--- config.mk ---
export PLATFORM = sky130hd
export DESIGN_NAME = icache_refill_ctrl_flat
export DESIGN_NICKNAME = d
export VERILOG_FILES = /design/src/rtl/icache_refill_ctrl_pkg.sv /design/src/rtl/icache_refill_ctrl_if.sv /design/src/rtl/icache_refill_resp_reg.sv /design/src/rtl/icache_refill_ctrl.sv /design/src/flat_wrapper.sv
export SDC_FILE = /design/constraint.sdc
export NUM_CORES = 1
export LEC_CHECK = 0
export CAP_MARGIN = 20
export CORE_AREA = 2 2 126 128
export DETAILED_ROUTE_END_ITERATION = 8
export DIE_AREA = 0 0 128 130
export GPL_ROUTABILITY_DRIVEN = 0
export PLACE_DENSITY = 0.88
export SYNTH_ARGS = -nofsm -noshare
export SYNTH_HDL_FRONTEND = slang
export SYNTH_SLANG_ARGS = --single-unit
--- constraint.sdc ---
create_clock -name clk -period 1.5 [get_ports clk]
set_input_delay 0.3 -clock clk [delete_from_list [all_inputs] [get_ports clk]]
set_output_delay 0.3 -clock clk [all_outputs]
set_load 0.1 [all_outputs]
--- src/rtl/icache_refill_ctrl_pkg.sv ---
// Shared types and address-split helper for the I-cache refill engine.
package icache_refill_ctrl_pkg;

  typedef enum logic [2:0] {
    StIdle,
    StInval,
    StReq,
    StFill,
    StCommit
  } refill_state_e;

  // Extract a right-aligned bit field from an address; callers cast to the field width.
  function automatic logic [63:0] addr_field(input logic [63:0] addr, input int unsigned lsb,
                                             input int unsigned width);
    logic [63:0] mask;
    mask = (64'd1 << width) - 64'd1;
    return (addr >> lsb) & mask;
  endfunction

endpackage

--- src/rtl/icache_refill_ctrl_if.sv ---
// Bundle of miss, AXI burst, read-beat, data-RAM, tag-RAM and CPU-response signals.
interface icache_refill_ctrl_if #(
  parameter int unsigned AddrWidth = 32,
  parameter int unsigned BeatWidth = 64,
  parameter int unsigned LineBeats = 4,
  parameter int unsigned NumSets   = 256,
  parameter int unsigned NumWays   = 4
);
  localparam int unsigned BeatOffW = $clog2(BeatWidth / 8);
  localparam int unsigned BeatIdxW = $clog2(LineBeats);
  localparam int unsigned IndexW   = $clog2(NumSets);
  localparam int unsigned TagW     = AddrWidth - IndexW - BeatIdxW - BeatOffW;
  localparam int unsigned WayW     = $clog2(NumWays);

  logic                       miss_valid_i;
  logic                       miss_ready_o;
  logic [AddrWidth-1:0]       miss_addr_i;
  logic [WayW-1:0]            miss_way_i;
  logic                       axi_valid_o;
  logic                       axi_ready_i;
  logic [AddrWidth-1:0]       axi_addr_o;
  logic                       beat_valid_i;
  logic                       beat_ready_o;
  logic [BeatWidth-1:0]       beat_data_i;
  logic                       beat_error_i;
  logic                       beat_last_i;
  logic [NumWays-1:0]         mem_en_o;
  logic [BeatWidth/8-1:0]     mem_we_o;
  logic [IndexW+BeatIdxW-1:0] mem_addr_o;
  logic [BeatWidth-1:0]       mem_din_o;
  logic                       tag_we_o;
  logic [WayW-1:0]            tag_way_o;
  logic [IndexW-1:0]          tag_index_o;
  logic [TagW-1:0]            tag_o;
  logic                       tag_valid_o;
  logic                       res_valid_o;
  logic                       res_ready_i;
  logic [BeatWidth-1:0]       res_data_o;
  logic                       res_error_o;

  modport master (
    input  miss_valid_i, miss_addr_i, miss_way_i, axi_ready_i, beat_valid_i, beat_data_i,
           beat_error_i, beat_last_i, res_ready_i,
    output miss_ready_o, axi_valid_o, axi_addr_o, beat_ready_o, mem_en_o, mem_we_o, mem_addr_o,
           mem_din_o, tag_we_o, tag_way_o, tag_index_o, tag_o, tag_valid_o, res_valid_o,
           res_data_o, res_error_o
  );

  modport slave (
    output miss_valid_i, miss_addr_i, miss_way_i, axi_ready_i, beat_valid_i, beat_data_i,
           beat_error_i, beat_last_i, res_ready_i,
    input  miss_ready_o, axi_valid_o, axi_addr_o, beat_ready_o, mem_en_o, mem_we_o, mem_addr_o,
           mem_din_o, tag_we_o, tag_way_o, tag_index_o, tag_o, tag_valid_o, res_valid_o,
           res_data_o, res_error_o
  );

endinterface

--- src/rtl/icache_refill_resp_reg.sv ---
// One-entry valid/ready holding register for the forwarded critical beat.
module icache_refill_resp_reg #(
  parameter int unsigned DataWidth = 64
) (
  input  logic                 clk,
  input  logic                 rst,
  input  logic                 in_valid_i,
  input  logic [DataWidth-1:0] in_data_i,
  input  logic                 in_error_i,
  output logic                 out_valid_o,
  input  logic                 out_ready_i,
  output logic [DataWidth-1:0] out_data_o,
  output logic                 out_error_o
);

  logic                 valid_q;
  logic [DataWidth-1:0] data_q;
  logic                 error_q;

  always_ff @(posedge clk) begin
    if (rst) begin
      valid_q <= 1'b0;
      data_q  <= '0;
      error_q <= 1'b0;
    end else if (in_valid_i) begin
      valid_q <= 1'b1;
      data_q  <= in_data_i;
      error_q <= in_error_i;
    end else if (out_ready_i) begin
      valid_q <= 1'b0;
    end
  end

  assign out_valid_o = valid_q;
  assign out_data_o  = data_q;
  assign out_error_o = error_q;

endmodule

--- src/rtl/icache_refill_ctrl.sv ---
// I-cache line refill engine: invalidate victim tag, wrapping burst fetch into banked
// data RAM, forward the critical beat to the CPU, then commit the tag.
module icache_refill_ctrl
  import icache_refill_ctrl_pkg::*;
#(
  parameter int unsigned AddrWidth = 32,
  parameter int unsigned BeatWidth = 64,
  parameter int unsigned LineBeats = 4,
  parameter int unsigned NumSets   = 256,
  parameter int unsigned NumWays   = 4
) (
  input logic                 clk,
  input logic                 rst,
  icache_refill_ctrl_if.master bus
);

  localparam int unsigned BeatOffW = $clog2(BeatWidth / 8);
  localparam int unsigned BeatIdxW = $clog2(LineBeats);
  localparam int unsigned IndexW   = $clog2(NumSets);
  localparam int unsigned TagW     = AddrWidth - IndexW - BeatIdxW - BeatOffW;
  localparam int unsigned WayW     = $clog2(NumWays);

  refill_state_e        state_q;
  logic [AddrWidth-1:0] addr_q;
  logic [WayW-1:0]      way_q;
  logic [BeatIdxW-1:0]  cnt_q;
  logic                 err_q;

  logic [IndexW-1:0]   index;
  logic [TagW-1:0]     tag;
  logic [BeatIdxW-1:0] crit;
  logic                beat_hs;
  logic                last_cnt;
  logic                res_valid;

  assign crit  = BeatIdxW'(addr_field(64'(addr_q), BeatOffW, BeatIdxW));
  assign index = IndexW'(addr_field(64'(addr_q), BeatOffW + BeatIdxW, IndexW));
  assign tag   = TagW'(addr_field(64'(addr_q), BeatOffW + BeatIdxW + IndexW, TagW));

  assign beat_hs  = (state_q == StFill) && bus.beat_valid_i;
  assign last_cnt = (cnt_q == BeatIdxW'(LineBeats - 1));

  always_ff @(posedge clk) begin
    if (rst) begin
      state_q <= StIdle;
      addr_q  <= '0;
      way_q   <= '0;
      cnt_q   <= '0;
      err_q   <= 1'b0;
    end else begin
      unique case (state_q)
        StIdle: begin
          if (bus.miss_valid_i && bus.miss_ready_o) begin
            addr_q  <= bus.miss_addr_i;
            way_q   <= bus.miss_way_i;
            cnt_q   <= '0;
            err_q   <= 1'b0;
            state_q <= StInval;
          end
        end
        StInval: state_q <= StReq;
        StReq: begin
          if (bus.axi_ready_i) begin
            cnt_q   <= '0;
            state_q <= StFill;
          end
        end
        StFill: begin
          if (bus.beat_valid_i) begin
            // The counter decides line end; a misplaced last marker only poisons the line.
            err_q <= err_q | bus.beat_error_i | (bus.beat_last_i != last_cnt);
            cnt_q <= cnt_q + 1'b1;
            if (last_cnt) state_q <= StCommit;
          end
        end
        StCommit: state_q <= StIdle;
        default:  state_q <= StIdle;
      endcase
    end
  end

  assign bus.miss_ready_o = (state_q == StIdle) && !res_valid;
  assign bus.axi_valid_o  = (state_q == StReq);
  assign bus.axi_addr_o   = bus.axi_valid_o ? {addr_q[AddrWidth-1:BeatOffW], {BeatOffW{1'b0}}}
                                            : '0;
  assign bus.beat_ready_o = (state_q == StFill);

  assign bus.mem_en_o   = beat_hs ? (NumWays'(1) << way_q) : '0;
  assign bus.mem_we_o   = beat_hs ? '1 : '0;
  assign bus.mem_addr_o = beat_hs ? {index, BeatIdxW'(crit + cnt_q)} : '0;
  assign bus.mem_din_o  = beat_hs ? bus.beat_data_i : '0;

  assign bus.tag_we_o    = (state_q == StInval) || (state_q == StCommit);
  assign bus.tag_way_o   = bus.tag_we_o ? way_q : '0;
  assign bus.tag_index_o = bus.tag_we_o ? index : '0;
  assign bus.tag_o       = bus.tag_we_o ? tag : '0;
  assign bus.tag_valid_o = (state_q == StCommit) && !err_q;

  icache_refill_resp_reg #(
    .DataWidth(BeatWidth)
  ) u_resp (
    .clk        (clk),
    .rst        (rst),
    .in_valid_i (beat_hs && (cnt_q == '0)),
    .in_data_i  (bus.beat_data_i),
    .in_error_i (bus.beat_error_i),
    .out_valid_o(res_valid),
    .out_ready_i(bus.res_ready_i),
    .out_data_o (bus.res_data_o),
    .out_error_o(bus.res_error_o)
  );

  assign bus.res_valid_o = res_valid;

endmodule

--- src/flat_wrapper.sv ---
// flat-port wrapper written by rule: the top's interface ports become plain ports
module icache_refill_ctrl_flat import icache_refill_ctrl_pkg::*;
#(
  parameter int unsigned AddrWidth = 32,
  parameter int unsigned BeatWidth = 64,
  parameter int unsigned LineBeats = 4,
  parameter int unsigned NumSets   = 256,
  parameter int unsigned NumWays   = 4
)
  (clk, rst, bus_miss_valid_i, bus_miss_addr_i, bus_miss_way_i, bus_axi_ready_i, bus_beat_valid_i, bus_beat_data_i, bus_beat_error_i, bus_beat_last_i, bus_res_ready_i, bus_miss_ready_o, bus_axi_valid_o, bus_axi_addr_o, bus_beat_ready_o, bus_mem_en_o, bus_mem_we_o, bus_mem_addr_o, bus_mem_din_o, bus_tag_we_o, bus_tag_way_o, bus_tag_index_o, bus_tag_o, bus_tag_valid_o, bus_res_valid_o, bus_res_data_o, bus_res_error_o);
  icache_refill_ctrl_if #(.AddrWidth(AddrWidth), .BeatWidth(BeatWidth), .LineBeats(LineBeats), .NumSets(NumSets), .NumWays(NumWays)) bus_i ();
  input logic clk;
  input logic rst;
  input wire logic [$bits(bus_i.miss_valid_i)-1:0] bus_miss_valid_i;
  input wire logic [$bits(bus_i.miss_addr_i)-1:0] bus_miss_addr_i;
  input wire logic [$bits(bus_i.miss_way_i)-1:0] bus_miss_way_i;
  input wire logic [$bits(bus_i.axi_ready_i)-1:0] bus_axi_ready_i;
  input wire logic [$bits(bus_i.beat_valid_i)-1:0] bus_beat_valid_i;
  input wire logic [$bits(bus_i.beat_data_i)-1:0] bus_beat_data_i;
  input wire logic [$bits(bus_i.beat_error_i)-1:0] bus_beat_error_i;
  input wire logic [$bits(bus_i.beat_last_i)-1:0] bus_beat_last_i;
  input wire logic [$bits(bus_i.res_ready_i)-1:0] bus_res_ready_i;
  output wire logic [$bits(bus_i.miss_ready_o)-1:0] bus_miss_ready_o;
  output wire logic [$bits(bus_i.axi_valid_o)-1:0] bus_axi_valid_o;
  output wire logic [$bits(bus_i.axi_addr_o)-1:0] bus_axi_addr_o;
  output wire logic [$bits(bus_i.beat_ready_o)-1:0] bus_beat_ready_o;
  output wire logic [$bits(bus_i.mem_en_o)-1:0] bus_mem_en_o;
  output wire logic [$bits(bus_i.mem_we_o)-1:0] bus_mem_we_o;
  output wire logic [$bits(bus_i.mem_addr_o)-1:0] bus_mem_addr_o;
  output wire logic [$bits(bus_i.mem_din_o)-1:0] bus_mem_din_o;
  output wire logic [$bits(bus_i.tag_we_o)-1:0] bus_tag_we_o;
  output wire logic [$bits(bus_i.tag_way_o)-1:0] bus_tag_way_o;
  output wire logic [$bits(bus_i.tag_index_o)-1:0] bus_tag_index_o;
  output wire logic [$bits(bus_i.tag_o)-1:0] bus_tag_o;
  output wire logic [$bits(bus_i.tag_valid_o)-1:0] bus_tag_valid_o;
  output wire logic [$bits(bus_i.res_valid_o)-1:0] bus_res_valid_o;
  output wire logic [$bits(bus_i.res_data_o)-1:0] bus_res_data_o;
  output wire logic [$bits(bus_i.res_error_o)-1:0] bus_res_error_o;
  assign bus_i.miss_valid_i = bus_miss_valid_i;
  assign bus_i.miss_addr_i = bus_miss_addr_i;
  assign bus_i.miss_way_i = bus_miss_way_i;
  assign bus_i.axi_ready_i = bus_axi_ready_i;
  assign bus_i.beat_valid_i = bus_beat_valid_i;
  assign bus_i.beat_data_i = bus_beat_data_i;
  assign bus_i.beat_error_i = bus_beat_error_i;
  assign bus_i.beat_last_i = bus_beat_last_i;
  assign bus_i.res_ready_i = bus_res_ready_i;
  assign bus_miss_ready_o = bus_i.miss_ready_o;
  assign bus_axi_valid_o = bus_i.axi_valid_o;
  assign bus_axi_addr_o = bus_i.axi_addr_o;
  assign bus_beat_ready_o = bus_i.beat_ready_o;
  assign bus_mem_en_o = bus_i.mem_en_o;
  assign bus_mem_we_o = bus_i.mem_we_o;
  assign bus_mem_addr_o = bus_i.mem_addr_o;
  assign bus_mem_din_o = bus_i.mem_din_o;
  assign bus_tag_we_o = bus_i.tag_we_o;
  assign bus_tag_way_o = bus_i.tag_way_o;
  assign bus_tag_index_o = bus_i.tag_index_o;
  assign bus_tag_o = bus_i.tag_o;
  assign bus_tag_valid_o = bus_i.tag_valid_o;
  assign bus_res_valid_o = bus_i.res_valid_o;
  assign bus_res_data_o = bus_i.res_data_o;
  assign bus_res_error_o = bus_i.res_error_o;
  icache_refill_ctrl #(.AddrWidth(AddrWidth), .BeatWidth(BeatWidth), .LineBeats(LineBeats), .NumSets(NumSets), .NumWays(NumWays)) u_core (.clk(clk), .rst(rst), .bus(bus_i));
endmodule
==> impl_metrics.py, run 1 <==
metrics = {
    "synth": {
        "yosysMostFrequentCell": "nand2_1",
        "synth_commonest_cells": "nand2_1 (197), and2_1 (134), dfxtp_1 (103)",
        "synth_seq_cells": 103,
        "syn_area_um2": 4940,
        "yosysTopAreaCell": "dfxtp_1",
        "synth_compound_area_share_pct": 13.7,
        "yosysWarnings": 0,
        "synth_xor_area_share_pct": 0.709,
        "synthTopCellsByArea": "dfxtp_1 (42%), and2_1 (17%), nand2_1 (15%), a21oi_1 (6.9%), a21oi_2 (5.3%)",
        "synth_top_family_by_area": "simple AND/OR/NAND/NOR gates",
        "synth-async-reset-ratio_pct": 0,
        "synth-simple-area-share_pct": 35.1,
        "synth_edf_count": 0,
        "synth-adder-area-share_pct": 0.759,
        "ys_seq_area_share_pct": 41.7,
        "syn_area_per_cell_um2": 7.79,
        "synthCells": 635,
        "ys_types": 34,
        "synth_flop_cell": "dfxtp_1",
        "synthMuxAreaShare_pct": 0.228,
        "synth_top_area_share_pct": 41.7,
    },
    "floorplan": {
        "fp.dieArea_um2": 16600,
        "die_y_um": 130,
        "num_rows": 46,
        "coreArea_um2": 15400,
        "die_w_um": 128,
        "ioPinCount": 324,
        "start_util_pct": 32.1,
    },
    "timing": {
        "hold_slack_ns": 0.382,
        "max_freq_mhz": 501,
        "max-slew-margin-rel_pct": 65.3,
        "grt_setup_unrepaired": "true",
        "fin_crit_sh_pct": 133,
        "slew_violations": 0,
        "setup_violations": 248,
        "hold_viol": 0,
        "tightest_slew_ns": 0.520,
        "min_period_ns": 2.00,
        "skew_ns": 0.00549,
        "setup_ws_ns": -0.496,
    },
    "routing": {
        "drcViolationCount": 0,
        "viasPerCell": 5.10,
        "via_count": 6064,
        "drt-pass1-iter-count": 5,
        "final_antenna_net_count": 0,
        "drt-total-wl_mm": 25.9,
        "dr.first_iter.drc_count": 294,
        "wire_per_inst_um": 21.8,
    },
    "worst_setup_path": {
        "ff2ff_path_depth": 9,
        "crit_type": "reg2out",
        "worstPathArrival_ns": 1.70,
        "end_kind": "output port",
        "ff2ff_setup_slack_ns": -0.33,
        "crit_path_start_kind": "register",
        "r2r-start": "u_core.state_q[2]",
        "crit_fanout": 13,
        "worstReg2RegEnd": "u_core.addr_q[30]",
        "worstPathRequired_ns": 1.20,
    },
    "power_and_ir_drop": {
        "ir_worst_vdd_mv": 0.610,
        "power_density_nw_per_um2": 741,
        "leakage_nw": 4.91,
    },
    "clock_tree": {
        "path_clk_slew_ns": 0.07,
        "cts_max_path_buffers": 2,
        "cts.htree.levels": 3,
        "insertion_delay_ns": 0.35,
        "clock-sinks": 103,
        "cts_tree": "yes",
        "ctsHoldBuffers": 0,
        "root_buffer": "clkbuf_16",
        "cts_made_buffers": 9,
    },
    "global_route": {
        "overflow": 0,
        "grt_max_degree": 41,
        "antenna_found_initial": 1,
        "grt_first_pass_wirelength_mm": 34.0,
        "grtUsageTotal_pct": 26.8,
        "grt_pass1_vias": 6057,
    },
    "status": {
        "failed_checks": "setup timing",
        "outcome": "finished with violations",
    },
    "placed_design": {
        "port_buffers": 317,
        "dpl.hpwl_mm": 15.9,
        "dpl_worst_slack_ns": -0.542,
    },
    "job": {
        "max_cap_violations": 0,
    },
    "worst_hold_path": {
        "min_path_type": "in2reg",
        "worst_hold_startpoint": "rst",
        "min_path_cells": 2,
        "hold_end": "u_core.u_resp.out_data_o[3]",
    },
    "finish": {
        "drive_gt1_share_pct": 56.6,
        "nets": 1100,
        "syn2layout_area_growth_pct": 153,
    },
}
-- flip-flops by register name, indices dropped and copies added (netlist names) --
name / cells
u_core.way_q: 2
u_core.u_resp.out_data_o: 64
u_core.u_resp.out_valid_o: 1
u_core.err_q: 1
u_core.cnt_q: 2
u_core.state_q: 3
u_core.addr_q: 29
u_core.u_resp.out_error_o: 1
-- kinds of logic (layout without fill, tap and decap cells) --
| group | count (synthesis) | after routing |
|---|---|---|
| compound gates | 105 | 105 |
| xor+xnor | 4 | 4 |
| fa+ha+maj | 3 | 3 |
| buf+inv | 65 | 423 |
| flops | 103 | 103 |
| mux | 1 | 1 |
| other cells | 1 | 4 |
| simple gates | 353 | 354 |
-- report_power, final --
group / total (mW) / switching, mW / internal (mW)
sequential: 3.03 / 0.174 / 2.86
clock: 2.35 / 1.15 / 1.20
combinational: 3.90 / 2.21 / 1.68
total: 9.28 / 3.54 / 5.74
-- cell type report --
class | instances | area, µm²
inverter | 5 | 30.0
multi-input combinational | 470 | 3220
timing repair buffer | 402 | 6670
clock inverter | 6 | 51.3
sequential | 103 | 2080
clock buffer | 10 | 239
tap | 192 | 240
antenna | 1 | 2.50
fill | 753 | 2900
-- metal layers --
metal  up-vias  global-route usage [%]  part of all wire (%)
met5         -                       0                     0
met4         0                    12.7                   3.9
met3        70                    7.67                   7.7
met2       340                    50.7                    55
met1      2944                    27.1                    34
li1       2710                       -                     -
-- critical path: stages (launching register included) --
cell and delay [ns]:
dfxtp_4 0.38, nand4b_4 0.23, inv_8 0.11, buf_12 0.13, clkbuf_16 0.16, and2_4 0.16
buf_12 0.16
-- layout by cell type (no fill, tap or decap), types with 2 or more instances in the layout --
cell type,n
a21oi_1,56
a21oi_2,42
and2_4,132
buf_12,232
buf_16,12
buf_4,32
buf_6,12
buf_8,2
clkbuf_16,20
clkdlybuf4s50_1,100
clkinvlp_4,2
conb_1,3
dfxtp_1,97
dfxtp_4,5
inv_1,2
inv_6,2
inv_8,2
nand2_1,156
nand2_2,28
nand2_4,12
nand2_8,2
nand3b_1,2
nor2_1,3
nor2_4,3
nor3b_4,2
o21ai_0,2
xnor2_2,3
-- how the worst max path moves through the flow --
stage,startpoint,end,slack [ns]
floorplan,u_core.u_resp.out_valid_o,u_core.addr_q[10],-0.83
global placement,bus_beat_valid_i,bus_mem_din_o[55],-0.47
detailed placement,bus_beat_valid_i,u_core.cnt_q[1],-0.54
CTS,u_core.state_q[2],bus_mem_din_o[63],-0.51
global route,u_core.state_q[2],bus_mem_din_o[4],-0.54
finish,u_core.state_q[2],bus_mem_din_o[4],-0.50
-- metrics by stage --
step | instance area, µm² | utilization (%) | setup TNS, ns | instances | total power [mW]
floorplan | 5590 | - | -49.50 | 637 | 4.97
global placement | 11000 | 71.6 | -68.83 | 1127 | 6.16
detailed placement | 11000 | 71.6 | -81.43 | 1127 | 6.23
CTS | 12000 | 77.7 | -86.39 | 1170 | 8.93
global route | 12500 | 81.2 | -100.72 | 1189 | 9.51
finish | 12500 | 81.2 | -89.32 | 1189 | 9.28
-- repair_timing --
action | in CTS | in global routing
gates resized for setup | 48 | 68
cloned | 11 | 14
buffers inserted | 17 | 8
pin swaps | 8 | 21
endpoints found under the setup margin | 249 | 249
Note: power is estimated with default switching activity, not from simulation.
==> run 2, diff against run 1 <==
Settings changed: REMOVE_ABC_BUFFERS set to 1.
==> impl_metrics.py, run 2 (same netlist as run 1, synthesis figures left out) <==
metrics = {
    "finish": {
        "fill_cells": 770,
        "post-route-util_pct": 79.0,
        "final_cells": 1181,
        "most-common-layout-cells": "buf_12 (233), nand2_1 (172), and2_4 (123)",
        "drive_gt1_share_pct": 53.2,
        "diodes": 0,
        "largest_reg_flops": 64,
        "nets": 1094,
        "final_common_cell": "buf_12",
        "syn2layout_area_growth_pct": 146,
    },
    "floorplan": {
        "fp.dieArea_um2": 16600,
        "die_y_um": 130,
        "start_util_pct": 32.1,
        "ioPinCount": 324,
        "coreArea_um2": 15400,
        "num_rows": 46,
        "die_w_um": 128,
    },
    "timing": {
        "fin_setup_tns_ns": -89.09,
        "skew_ns": 0.00783,
        "setup_violations": 251,
        "slew_violations": 0,
        "grt_setup_unrepaired": "true",
        "hold_viol": 0,
        "max_freq_mhz": 493,
        "setup_ws_ns": -0.530,
        "min_period_ns": 2.03,
        "fin_crit_sh_pct": 135,
    },
    "routing": {
        "wire_per_inst_um": 22.5,
        "viasPerCell": 5.17,
        "drcViolationCount": 0,
        "drt-total-wl_mm": 26.5,
        "drt-pass1-iter-count": 5,
        "final_antenna_net_count": 0,
        "dr.first_iter.drc_count": 375,
        "via_count": 6102,
    },
    "placed_design": {
        "port_buffers": 317,
        "post-place-cells": 1133,
        "dpl_worst_slack_ns": -0.612,
        "dpl.hpwl_mm": 16.0,
    },
    "status": {
        "failed_checks": "setup timing",
        "outcome": "finished with violations",
    },
    "global_route": {
        "overflow": 0,
        "grt_first_pass_wirelength_mm": 37.1,
        "grtUsageTotal_pct": 29.2,
        "grt_max_degree": 47,
        "grt_pass1_vias": 6489,
        "antenna_found_initial": 1,
    },
    "clock_tree": {
        "cts.htree.levels": 3,
        "path_clk_slew_ns": 0.07,
        "cts_made_buffers": 9,
        "root_buffer": "clkbuf_16",
        "cts_max_path_buffers": 2,
        "cts_tree": "yes",
        "insertion_delay_ns": 0.34,
        "ctsHoldBuffers": 0,
        "clock-sinks": 103,
    },
    "worst_setup_path": {
        "ff2ff_path_depth": 7,
        "end_kind": "output port",
        "r2r-start": "u_core.state_q[2]",
        "worstPathArrival_ns": 1.73,
        "startpoint": "u_core.state_q[2]",
        "worstPathRequired_ns": 1.20,
        "crit_type": "reg2out",
        "crit_fanout": 9,
        "crit_path_start_kind": "register",
    },
    "power_and_ir_drop": {
        "leakage_nw": 4.73,
        "ir_worst_vdd_mv": 0.585,
        "power_density_nw_per_um2": 759,
    },
    "worst_hold_path": {
        "min_path_cells": 2,
        "worst_hold_startpoint": "rst",
        "min_path_type": "in2reg",
    },
    "job": {
        "max_cap_violations": 0,
    },
}
## run 2: worst paths after layout
path | slack [ns] | to
worst min-delay path | 0.35 | u_core.addr_q[15]
worst max register to register | -0.40 | u_core.u_resp.out_data_o[40]
worst max-delay path | -0.53 | bus_mem_din_o[15]
worst min register to register | 0.49 | u_core.addr_q[20]
## run 2: area by class of cell
type | instances | area (µm²) | area share [%]
inverter | 5 | 31.3 | 0.257
multi-input combinational | 469 | 3030 | 24.9
clock buffer | 10 | 239 | 1.96
sequential | 103 | 2070 | 17.0
timing repair buffer | 397 | 6480 | 53.2
tap | 192 | 240 | 1.97
clock inverter | 5 | 82.6 | 0.678
## run 2: per-stage QoR
| stage | area (µm²) | hold slack, ns | power [mW] |
|---|---|---|---|
| 6_report | 12200 | 0.349 | 9.25 |
| 5_1_grt | 12200 | 0.348 | 9.51 |
| 4_1_cts | 11900 | 0.331 | 9.08 |
| 3_5_place_dp | 10700 | 0.459 | 6.07 |
| 3_3_place_gp | 10700 | 0.453 | 6.00 |
| 2_1_floorplan | 4590 | 0.362 | 4.59 |
## run 2: what timing repair did
action                                  CTS  global route
endpoints found under the hold margin     0             0
pin swaps                                51            22
endpoints found under the setup margin  248           251
gates cloned                             12             5
resized for setup                       163            58
setup buffers                            17             3
## run 2: power by group
group	switching (mW)	internal (mW)	total [mW]
clock network	1.07	1.50	2.57
registers	0.151	2.86	3.01
logic	2.12	1.54	3.66
## run 2: worst max-delay path: stages, from the launching register on
cell and delay [ns]:
dfxtp_4 0.41, nand4b_4 0.21, clkinv_8 0.14, buf_12 0.16, buf_16 0.14, and2_4 0.17
buf_12 0.16
## run 2: metal layers
layer | share of wire, % | global-route usage, % | vias up
met5 | 0.038 | 0 | -
met4 | 4.8 | 13.0 | 2
met3 | 8.7 | 9.06 | 92
met2 | 54 | 55.6 | 366
met1 | 33 | 29.2 | 2948
li1 | - | - | 2694
==> run 3, diff against run 2 <==
Settings changed: CTS_CLUSTER_SIZE set to 10.
==> results of run 3 <==
Final layout, timing and power as in run 2 (identical DEF).
